`config.mk`:
```
export PLATFORM = sky130hd
export DESIGN_NAME = am_request_arbiter
export DESIGN_NICKNAME = d
export VERILOG_FILES = /design/src/rtl/am_request_arbiter.sv
export SDC_FILE = /design/constraint.sdc
export NUM_CORES = 1
export LEC_CHECK = 0
export ABC_AREA = 1
export BUFFER_PORTS_ARGS = -buffer_cell sky130_fd_sc_hd__buf_2
export CORE_AREA = 5 5 318 320
export CTS_BUF_LIST = sky130_fd_sc_hd__clkbuf_8
export DETAILED_ROUTE_END_ITERATION = 10
export DIE_AREA = 0 0 323 325
export GPL_ROUTABILITY_DRIVEN = 0
export HOLD_SLACK_MARGIN = 0.05
export SYNTH_ARGS = -nofsm -noshare
export SYNTH_HDL_FRONTEND = slang
export SYNTH_SLANG_ARGS = --single-unit
```
`constraint.sdc`:
```
create_clock -name Clk_CI -period 2.6 [get_ports Clk_CI]
set_clock_uncertainty 0.2 [all_clocks]
set_input_delay 0.52 -clock Clk_CI [delete_from_list [all_inputs] [get_ports Clk_CI]]
set_output_delay 0.52 -clock Clk_CI [all_outputs]
set_load 0.02 [all_outputs]
```
`src/rtl/am_request_arbiter.sv`:
```
`default_nettype none
// ============================================================================
// Module   : am_request_arbiter
// Brief    : Round-robin arbiter that shares one associative memory (AM)
//            among NUM_REQ query sources. One query/result transaction is
//            outstanding at a time: grant -> issue to AM -> wait for result
//            -> respond to the granted requester.
// Revision : 1.0 - initial release
// ============================================================================
module am_request_arbiter #(
    parameter int NUM_REQ        = 3,
    parameter int REQ_IDX_WIDTH  = $clog2(NUM_REQ),
    parameter int HV_DIMENSION   = 64,
    parameter int LABEL_WIDTH    = 4,
    parameter int DISTANCE_WIDTH = 7
) (
    input  logic                              Clk_CI,
    input  logic                              Reset_RBI,

    // Requester query side
    input  logic [NUM_REQ-1:0]                ReqValid_SI,
    output logic [NUM_REQ-1:0]                ReqReady_SO,
    input  logic [NUM_REQ*HV_DIMENSION-1:0]   ReqHV_mod1_DI,
    input  logic [NUM_REQ*HV_DIMENSION-1:0]   ReqHV_mod2_DI,
    input  logic [NUM_REQ*HV_DIMENSION-1:0]   ReqHV_mod3_DI,

    // Requester response side
    output logic [NUM_REQ-1:0]                RspValid_SO,
    input  logic [NUM_REQ-1:0]                RspReady_SI,
    output logic [LABEL_WIDTH-1:0]            RspLabel_A_DO,
    output logic [LABEL_WIDTH-1:0]            RspLabel_V_DO,
    output logic [DISTANCE_WIDTH-1:0]         RspDistance_A_DO,
    output logic [DISTANCE_WIDTH-1:0]         RspDistance_V_DO,

    // Status
    output logic [REQ_IDX_WIDTH-1:0]          GrantIdx_DO,
    output logic                              Busy_SO,

    // Associative memory query side
    output logic                              AmValid_SO,
    input  logic                              AmReady_SI,
    output logic [HV_DIMENSION-1:0]           AmHV_mod1_DO,
    output logic [HV_DIMENSION-1:0]           AmHV_mod2_DO,
    output logic [HV_DIMENSION-1:0]           AmHV_mod3_DO,

    // Associative memory result side
    input  logic                              AmValid_SI,
    output logic                              AmReady_SO,
    input  logic [LABEL_WIDTH-1:0]            AmLabel_A_DI,
    input  logic [LABEL_WIDTH-1:0]            AmLabel_V_DI,
    input  logic [DISTANCE_WIDTH-1:0]         AmDistance_A_DI,
    input  logic [DISTANCE_WIDTH-1:0]         AmDistance_V_DI
);

    // ------------------------------------------------------------------------
    // State encoding
    // ------------------------------------------------------------------------
    typedef enum logic [1:0] {
        ST_IDLE    = 2'd0,
        ST_ISSUE   = 2'd1,
        ST_WAIT    = 2'd2,
        ST_RESPOND = 2'd3
    } state_t;

    localparam logic [REQ_IDX_WIDTH-1:0] LAST_IDX = REQ_IDX_WIDTH'(NUM_REQ - 1);

    // ------------------------------------------------------------------------
    // Registers
    // ------------------------------------------------------------------------
    state_t                      state_q;
    logic [REQ_IDX_WIDTH-1:0]    ptr_q;
    logic [REQ_IDX_WIDTH-1:0]    grant_q;
    logic [HV_DIMENSION-1:0]     hv1_q;
    logic [HV_DIMENSION-1:0]     hv2_q;
    logic [HV_DIMENSION-1:0]     hv3_q;
    logic [LABEL_WIDTH-1:0]      label_a_q;
    logic [LABEL_WIDTH-1:0]      label_v_q;
    logic [DISTANCE_WIDTH-1:0]   dist_a_q;
    logic [DISTANCE_WIDTH-1:0]   dist_v_q;

    // ------------------------------------------------------------------------
    // Combinational next values
    // ------------------------------------------------------------------------
    logic                        found_d;
    logic [REQ_IDX_WIDTH-1:0]    winner_d;
    logic [REQ_IDX_WIDTH-1:0]    ptr_d;
    logic [HV_DIMENSION-1:0]     sel_hv1_d;
    logic [HV_DIMENSION-1:0]     sel_hv2_d;
    logic [HV_DIMENSION-1:0]     sel_hv3_d;

    // Modulo-NUM_REQ addition of a small offset to a requester index.
    function automatic logic [REQ_IDX_WIDTH-1:0] wrap_add(
        input logic [REQ_IDX_WIDTH-1:0] base,
        input int                       offs
    );
        int sum;
        sum = int'(base) + offs;
        if (sum >= NUM_REQ) begin
            sum = sum - NUM_REQ;
        end
        return REQ_IDX_WIDTH'(sum);
    endfunction

    // Round-robin scan: first valid requester at or above the pointer, wrapping
    always_comb begin
        found_d  = 1'b0;
        winner_d = '0;
        for (int k = 0; k < NUM_REQ; k++) begin
            if (!found_d && ReqValid_SI[wrap_add(ptr_q, k)]) begin
                found_d  = 1'b1;
                winner_d = wrap_add(ptr_q, k);
            end
        end
    end

    // Slice out the winner's three modality hypervectors
    always_comb begin
        sel_hv1_d = ReqHV_mod1_DI[int'(winner_d) * HV_DIMENSION +: HV_DIMENSION];
        sel_hv2_d = ReqHV_mod2_DI[int'(winner_d) * HV_DIMENSION +: HV_DIMENSION];
        sel_hv3_d = ReqHV_mod3_DI[int'(winner_d) * HV_DIMENSION +: HV_DIMENSION];
    end

    // Pointer moves just past the requester that was served, wrapping at the top
    always_comb begin
        ptr_d = (grant_q == LAST_IDX) ? '0 : grant_q + 1'b1;
    end

    // Transaction sequencer: grant, issue to the AM, collect result, respond.
    // A reset mid-transaction simply drops it; the AM is reset alongside.
    always_ff @(posedge Clk_CI or negedge Reset_RBI) begin
        if (!Reset_RBI) begin
            state_q   <= ST_IDLE;
            ptr_q     <= '0;
            grant_q   <= '0;
            hv1_q     <= '0;
            hv2_q     <= '0;
            hv3_q     <= '0;
            label_a_q <= '0;
            label_v_q <= '0;
            dist_a_q  <= '0;
            dist_v_q  <= '0;
        end else begin
            case (state_q)
                ST_IDLE: begin
                    if (found_d) begin
                        grant_q <= winner_d;
                        hv1_q   <= sel_hv1_d;
                        hv2_q   <= sel_hv2_d;
                        hv3_q   <= sel_hv3_d;
                        state_q <= ST_ISSUE;
                    end
                end
                ST_ISSUE: begin
                    if (AmReady_SI) begin
                        state_q <= ST_WAIT;
                    end
                end
                ST_WAIT: begin
                    if (AmValid_SI) begin
                        label_a_q <= AmLabel_A_DI;
                        label_v_q <= AmLabel_V_DI;
                        dist_a_q  <= AmDistance_A_DI;
                        dist_v_q  <= AmDistance_V_DI;
                        state_q   <= ST_RESPOND;
                    end
                end
                ST_RESPOND: begin
                    // Only the granted requester can complete the response
                    if (RspReady_SI[grant_q]) begin
                        ptr_q   <= ptr_d;
                        state_q <= ST_IDLE;
                    end
                end
                default: begin
                    state_q <= ST_IDLE;
                end
            endcase
        end
    end

    // Accept strobe to the winner; forced low while reset is asserted
    always_comb begin
        ReqReady_SO = '0;
        if (Reset_RBI && (state_q == ST_IDLE) && found_d) begin
            ReqReady_SO[winner_d] = 1'b1;
        end
    end

    // Response valid addressed to the granted requester only
    always_comb begin
        RspValid_SO = '0;
        if (state_q == ST_RESPOND) begin
            RspValid_SO[grant_q] = 1'b1;
        end
    end

    // ------------------------------------------------------------------------
    // State-decoded handshakes and held data
    // ------------------------------------------------------------------------
    assign Busy_SO          = (state_q != ST_IDLE);
    assign AmValid_SO       = (state_q == ST_ISSUE);
    assign AmReady_SO       = (state_q == ST_WAIT);
    assign GrantIdx_DO      = grant_q;
    assign AmHV_mod1_DO     = hv1_q;
    assign AmHV_mod2_DO     = hv2_q;
    assign AmHV_mod3_DO     = hv3_q;
    assign RspLabel_A_DO    = label_a_q;
    assign RspLabel_V_DO    = label_v_q;
    assign RspDistance_A_DO = dist_a_q;
    assign RspDistance_V_DO = dist_v_q;

`ifndef SYNTHESIS
    // Grant and response strobes never address more than one requester
    always_ff @(posedge Clk_CI) begin
        if (Reset_RBI) begin
            assert ($onehot0(ReqReady_SO));
            assert ($onehot0(RspValid_SO));
        end
    end
`endif

endmodule
`default_nettype wire

```
# After elaboration in Yosys (flattened, before gate mapping)
# Cells that the tools add are included.
# word_totals
regBits	220
input_bits	608
output_inout_bits	225
word_cells	80
# op_classes
add_sub_neg	6
order_cmp	10
n_eq_ne	8
n_shift	3
n_mux	29
reduce_logical	14
# ops
op	count
192-bit by 9-bit variable part select with 64-bit output	3
2-bit 2-to-1 mux	11
2-bit by 3-bit < comparator with 1-bit output, second input constant	5
1-bit 2-to-1 mux	9
1-bit binary-select mux with 2-bit select	4
2-bit case mux with 4 select lines	1
2-bit == test, second input constant	3
3-bit by 2-bit greater-or-equal comparator with 1-bit output, second input constant	2
1-bit logical AND	6
3-bit 2-to-1 mux	2
2-bit != test, second input constant	3
2-bit AND reduction	3
2-bit subtractor, second input constant	3
1-bit demux with 2-bit select	2
2-bit by 1-bit greater-or-equal comparator with 1-bit output, second input constant	2
4-bit AND reduction	1
2-bit by 1-bit adder with 3-bit output, second input constant	1
2-bit by 2-bit adder with 3-bit output, second input constant	1
2-bit by 1-bit adder with 2-bit output, second input constant	1
2-bit by 1-bit == test with 1-bit output, second input constant	1
2-bit greater-or-equal comparator, second input constant	1
1-bit zero test	2
2-bit zero test	1
2-bit by 1-bit != test with 1-bit output, second input constant	1
2-bit nonzero test	1

# Longest topological paths before layout
# depth
word_depth	16
ltp_mapped	15
depth_no_buf	13

# Worst setup path after synthesis
# OpenSTA, ideal clock, no wires.
# synth_path
path_type	flip-flop to output port
startpoint	register ptr_q[0]
endpoint	output ReqReady_SO[1]
arrival_time_ns	2.154
required_time_ns	1.880
path_slack_ns	-0.274
stages_incl_launch_ff	15
n_path_buf	3
path_cell_list	dfrtp_1 > inv_1 > ha_1 > buf_2 > inv_1 > nand2_1 > nand3_1 > nand2_1 > nand4_1 > nand2_1 > inv_2 > buf_2 > buf_2 > nand3_1 > a21oi_1
# synth_between
elab_chain_len	16
word_cells_on_any_way	34
cone_classes	add/sub: 5; order compare: 5; mux: 18; reduce/logical: 6
# synth_lines
element	line	text
start, declared	71	logic [REQ_IDX_WIDTH-1:0] ptr_q;
start signal, assigned	170	ptr_q <= ptr_d;
parallel branches: the longest is 15 deep, another holds 2-bit by 1-bit adder with 3-bit output	n/a	
3-bit 2-to-1 mux *	184	if (Reset_RBI && (state_q == ST_IDLE) && found_d) begin
end, declared	22	output logic [NUM_REQ-1:0] ReqReady_SO,
# Mark *: on every way between the ends. The select of a mux whose other input is x is not followed.

# Final worst setup path
# Same ends and word-level chain as after synthesis.

==> metrics.md <==
| Metric | Value |
|---|---|
| Synthesized instance count | `2023` |
| Total I/O pin count | `~830` |
| Placed inst area | `a little over 20000 sq um` |
| Die Area | `approximately 100000 sq um` |
| GRT overflow | `0` |
| First-pass GRT wire length | `approximately 120000 um` |
| FP Rows | `between 100 and 150` |
| WHS | `roughly 0.15 ns` |
| Reg2Reg Depth | `15` |
| H-Tree Depth | `2` |
| Critical path origin | `ptr_q[0]` |
| RR Endpoint | `AmHV_mod2_DO[25]` |
| Hold Vio Cnt, Final | `0` |
| Critical Path Sink Type | `output port` |
| Maximum VDD drop | `~0.00081 V` |
| Residual DRC | `0` |
| Delay of the slowest critical-path stage | `0.40 ns` |
| Detail Route Antenna Nets | `0` |
| Die height | `~330 um` |
| Slew margin rel. | `0.597` |
| Clock Latency Late Sink | `about 0.64 ns` |
| Synthesized Nets | `approximately 2600` |
| Worst path arrival time | `2.30 ns` |
| First-pass iteration count of the detailed router | `6` |
| Avg WL per Cell | `approximately 19 um` |
| Placed Instances | `slightly above 4000` |
| Slew of the pin with the lowest slew margin | `0.604 ns` |
| Crit path launch type | `flop` |
| Register area share after synthesis | `0.402` |
| Pwr/cell area | `about 1200 nW/um^2` |
| RSZ-0062 raised after global routing | `true` |
| Clock root cell | `clkbuf_8` |
| Total wire length | `slightly above 90000 um` |
| Crit Reg-Reg Startpoint | `ptr_q[1]` |
| Syn Area/Cell | `just under 7 sq um` |
| CP Class | `reg2out` |
| Initial Util | `0.140` |
| Syn-to-layout area delta | `113%` |
| Clk buf depth | `3` |
| NumNets Final | `around 4200` |
| Number of max-cap violations | `0` |
| WP buf/inv | `3` |
| Starting DRC count in detailed routing | `between 2000 and 2500` |
| Failing checks | `setup timing` |
| Leakage power | `about 15 nW` |
| Layout cell share with drive strength beyond 1 | `0.373` |
| Ys Warns | `0` |
| Fill cell count | `9889` |
| Status | `finished with violations` |
| Layout Utilization | `0.298` |
| Dpl ws | `-0.101 ns` |
| Fin cells | `4867` |
| CP Max Fanout | `5` |
| Yosys reg bits | `220` |
| Avg Vias per Cell | `roughly 4.4` |
| Post-synth top area cell | `dfrtp_1` |
| Clock slew at reported path FFs | `roughly 0.060 ns` |
| Crit-path cells | `buf_6, ha_2, o21ai_2, nand2_4, nand4_1, nand2_4, inv_8, nand3_4, a21oi_4, buf_6` |
| Buffers on Ports | `between 800 and 900` |
| Die Width | `~320 um` |
| Hold Path Class | `in2reg` |
| CORE AREA | `97800 sq um` |
| Dpl hpwl | `roughly 58000 um` |
| Setup violators final | `47` |
| Vias | `21600` |
| Top cells by area, synth | `dfrtp_1 40%, nand3_1 14%, a21oi_1 14%, inv_1 11%, nand2_1 5.9%` |
| Min Clock Period, post-route | `3.02 ns` |
| Fmax | `around 330 MHz` |
| Critical Path Stages | `10` |
| Max stage delay cell, worst path | `dfrtp_1` |
| Num CTS Buffers | `between 40 and 50` |
| R2R setup slack | `-0.08 ns` |
| Top delay family on crit path | `simple AND/OR/NAND/NOR gates` |
| CP endpoint | `ReqReady_SO[1]` |
| Post-synth cell types | `22` |
| Pin count of the biggest net entering global routing | `85` |
| Initial antenna violation count | `19` |
| Fin crit share | `1.16` |
| CTS tree | `done` |
| Slew Viols, Final | `0` |
| Final worst slack | `-0.424 ns` |
| Final instance area | `~29000 sq um` |
| Netlist area before placement | `13700 sq um` |
| Total track usage | `0.152` |
| Number of global-route vias before repair | `21900` |
| Worst EP required | `around 1.9 ns` |
| Clock sink count | `220` |
| Synth top area share | `0.402` |
[layer usage]
metal	wire (um)	vias to the layer above	track usage
met2	42400	1746	0.256
met3	10100	522	0.0483
met1	32000	9836	0.163
li1	-	9470	-
met4	7420	8	0.102
met5	52	-	0
[cell type report]
type                            instances  area, sq um  area share
Timing Repair Buffer                 1615        12700       0.434
Tap cell                             1287         1610      0.0552
Inverter                              403         1530      0.0526
Sequential cell                       220         5510       0.189
Antenna cell                           15         37.5     0.00129
Multi-Input combinational cell       1250         6860       0.235
Clock inverter                         19          146     0.00502
Clock buffer                           58          798      0.0274
[state kept, by name, summed over array words and instances (netlist names)]
register and cells:
ptr_q 2, RspDistance_A_DO 7, AmHV_mod2_DO 64, AmHV_mod1_DO 64, RspDistance_V_DO 7, RspLabel_A_DO 4, AmHV_mod3_DO 64, state_q 2
GrantIdx_DO 2, RspLabel_V_DO 4
[layout by cell type, fill, tap and decap left out, types with 22 or more instances in the layout]
cell type / count
inv_1: 401
nand3_2: 83
clkbuf_16: 22
nand3_1: 311
clkbuf_8: 59
dlygate4sd3_1: 588
buf_2: 827
dfrtp_1: 219
mux2_2: 22
buf_4: 102
a21oi_2: 69
buf_8: 23
nand2_1: 180
nand2_2: 30
a21oi_1: 316
nor2_1: 201
buf_12: 29
[worst min-delay path, delay by kind of cell]
family,cells,cell delay [ns]
AO/OA/AOI/OAI,2,0.18
buffers and inverters,2,0.24
[how the worst min path moves through the flow]
stage | startpoint | endpoint | slack [ns] | cells past startpoint
global route | ReqHV_mod3_DI[65] | AmHV_mod3_DO[1] | 0.09 | 5
floorplan | Reset_RBI | AmHV_mod1_DO[0] | 0.02 | 0
finish | ReqHV_mod1_DI[155] | AmHV_mod1_DO[27] | 0.15 | 4
global placement | Reset_RBI | AmHV_mod3_DO[60] | 0.13 | 1
CTS | ReqHV_mod3_DI[34] | AmHV_mod3_DO[34] | 0.05 | 5
detailed placement | Reset_RBI | AmHV_mod3_DO[60] | 0.13 | 1
[power breakdown]
part / internal (mW) / total, mW / switching (mW) / leakage (nW)
clock: 2.19 / 4.03 / 1.84 / 0.519
combinational: 9.65 / 23.6 / 13.9 / 12.3
sequential: 5.20 / 6.35 / 1.15 / 2.43
[synthesized netlist by cell type]
cell	n
inv_2	5
nand4_1	2
clkbuf_1	15
mux2_2	22
nor2_1	203
buf_2	128
nand2_1	216
o22ai_1	1
nor3_1	3
inv_1	398
buf_1	5
buf_4	2
nand3b_1	1
o21ai_0	6
ha_1	8
dfrtp_1	220
o21ai_1	3
or2_0	1
nand2_2	1
nand3_1	396
a21oi_1	386
nand4_2	1
[kinds of logic (layout without fill, tap and decap cells)]
| logic type | after synthesis | count (layout) | synth area share |
|---|---|---|---|
| adders and majority gates | 8 | 8 | 0.00731 |
| DFF | 220 | 220 | 0.402 |
| and+or+nand+nor | 824 | 824 | 0.264 |
| muxes | 22 | 22 | 0.0181 |
| buffers and inverters | 553 | 2095 | 0.164 |
| AOI/OAI and AO/OA | 396 | 396 | 0.145 |
| other | 0 | 15 | 0 |
[metrics by stage]
| step | power (mW) | TNS [ns] |
|---|---|---|
| after floorplan | 17.0 | -0.0137 |
| after global placement | 24.6 | -0.241 |
| after detailed placement | 24.7 | -1.70 |
| after CTS | 30.3 | -1.48 |
| after global routing | 35.9 | -19.45 |
| final | 33.9 | -2.44 |
[repair_timing]
item,in CTS,in global routing
pin swaps,10,28
hold endpoints to repair,434,1
endpoints found under the setup margin,89,187
gates cloned,3,26
setup buffers,6,11
resized for setup,38,250
hold buffers,587,1
Note: power is estimated with default switching activity, not from simulation.
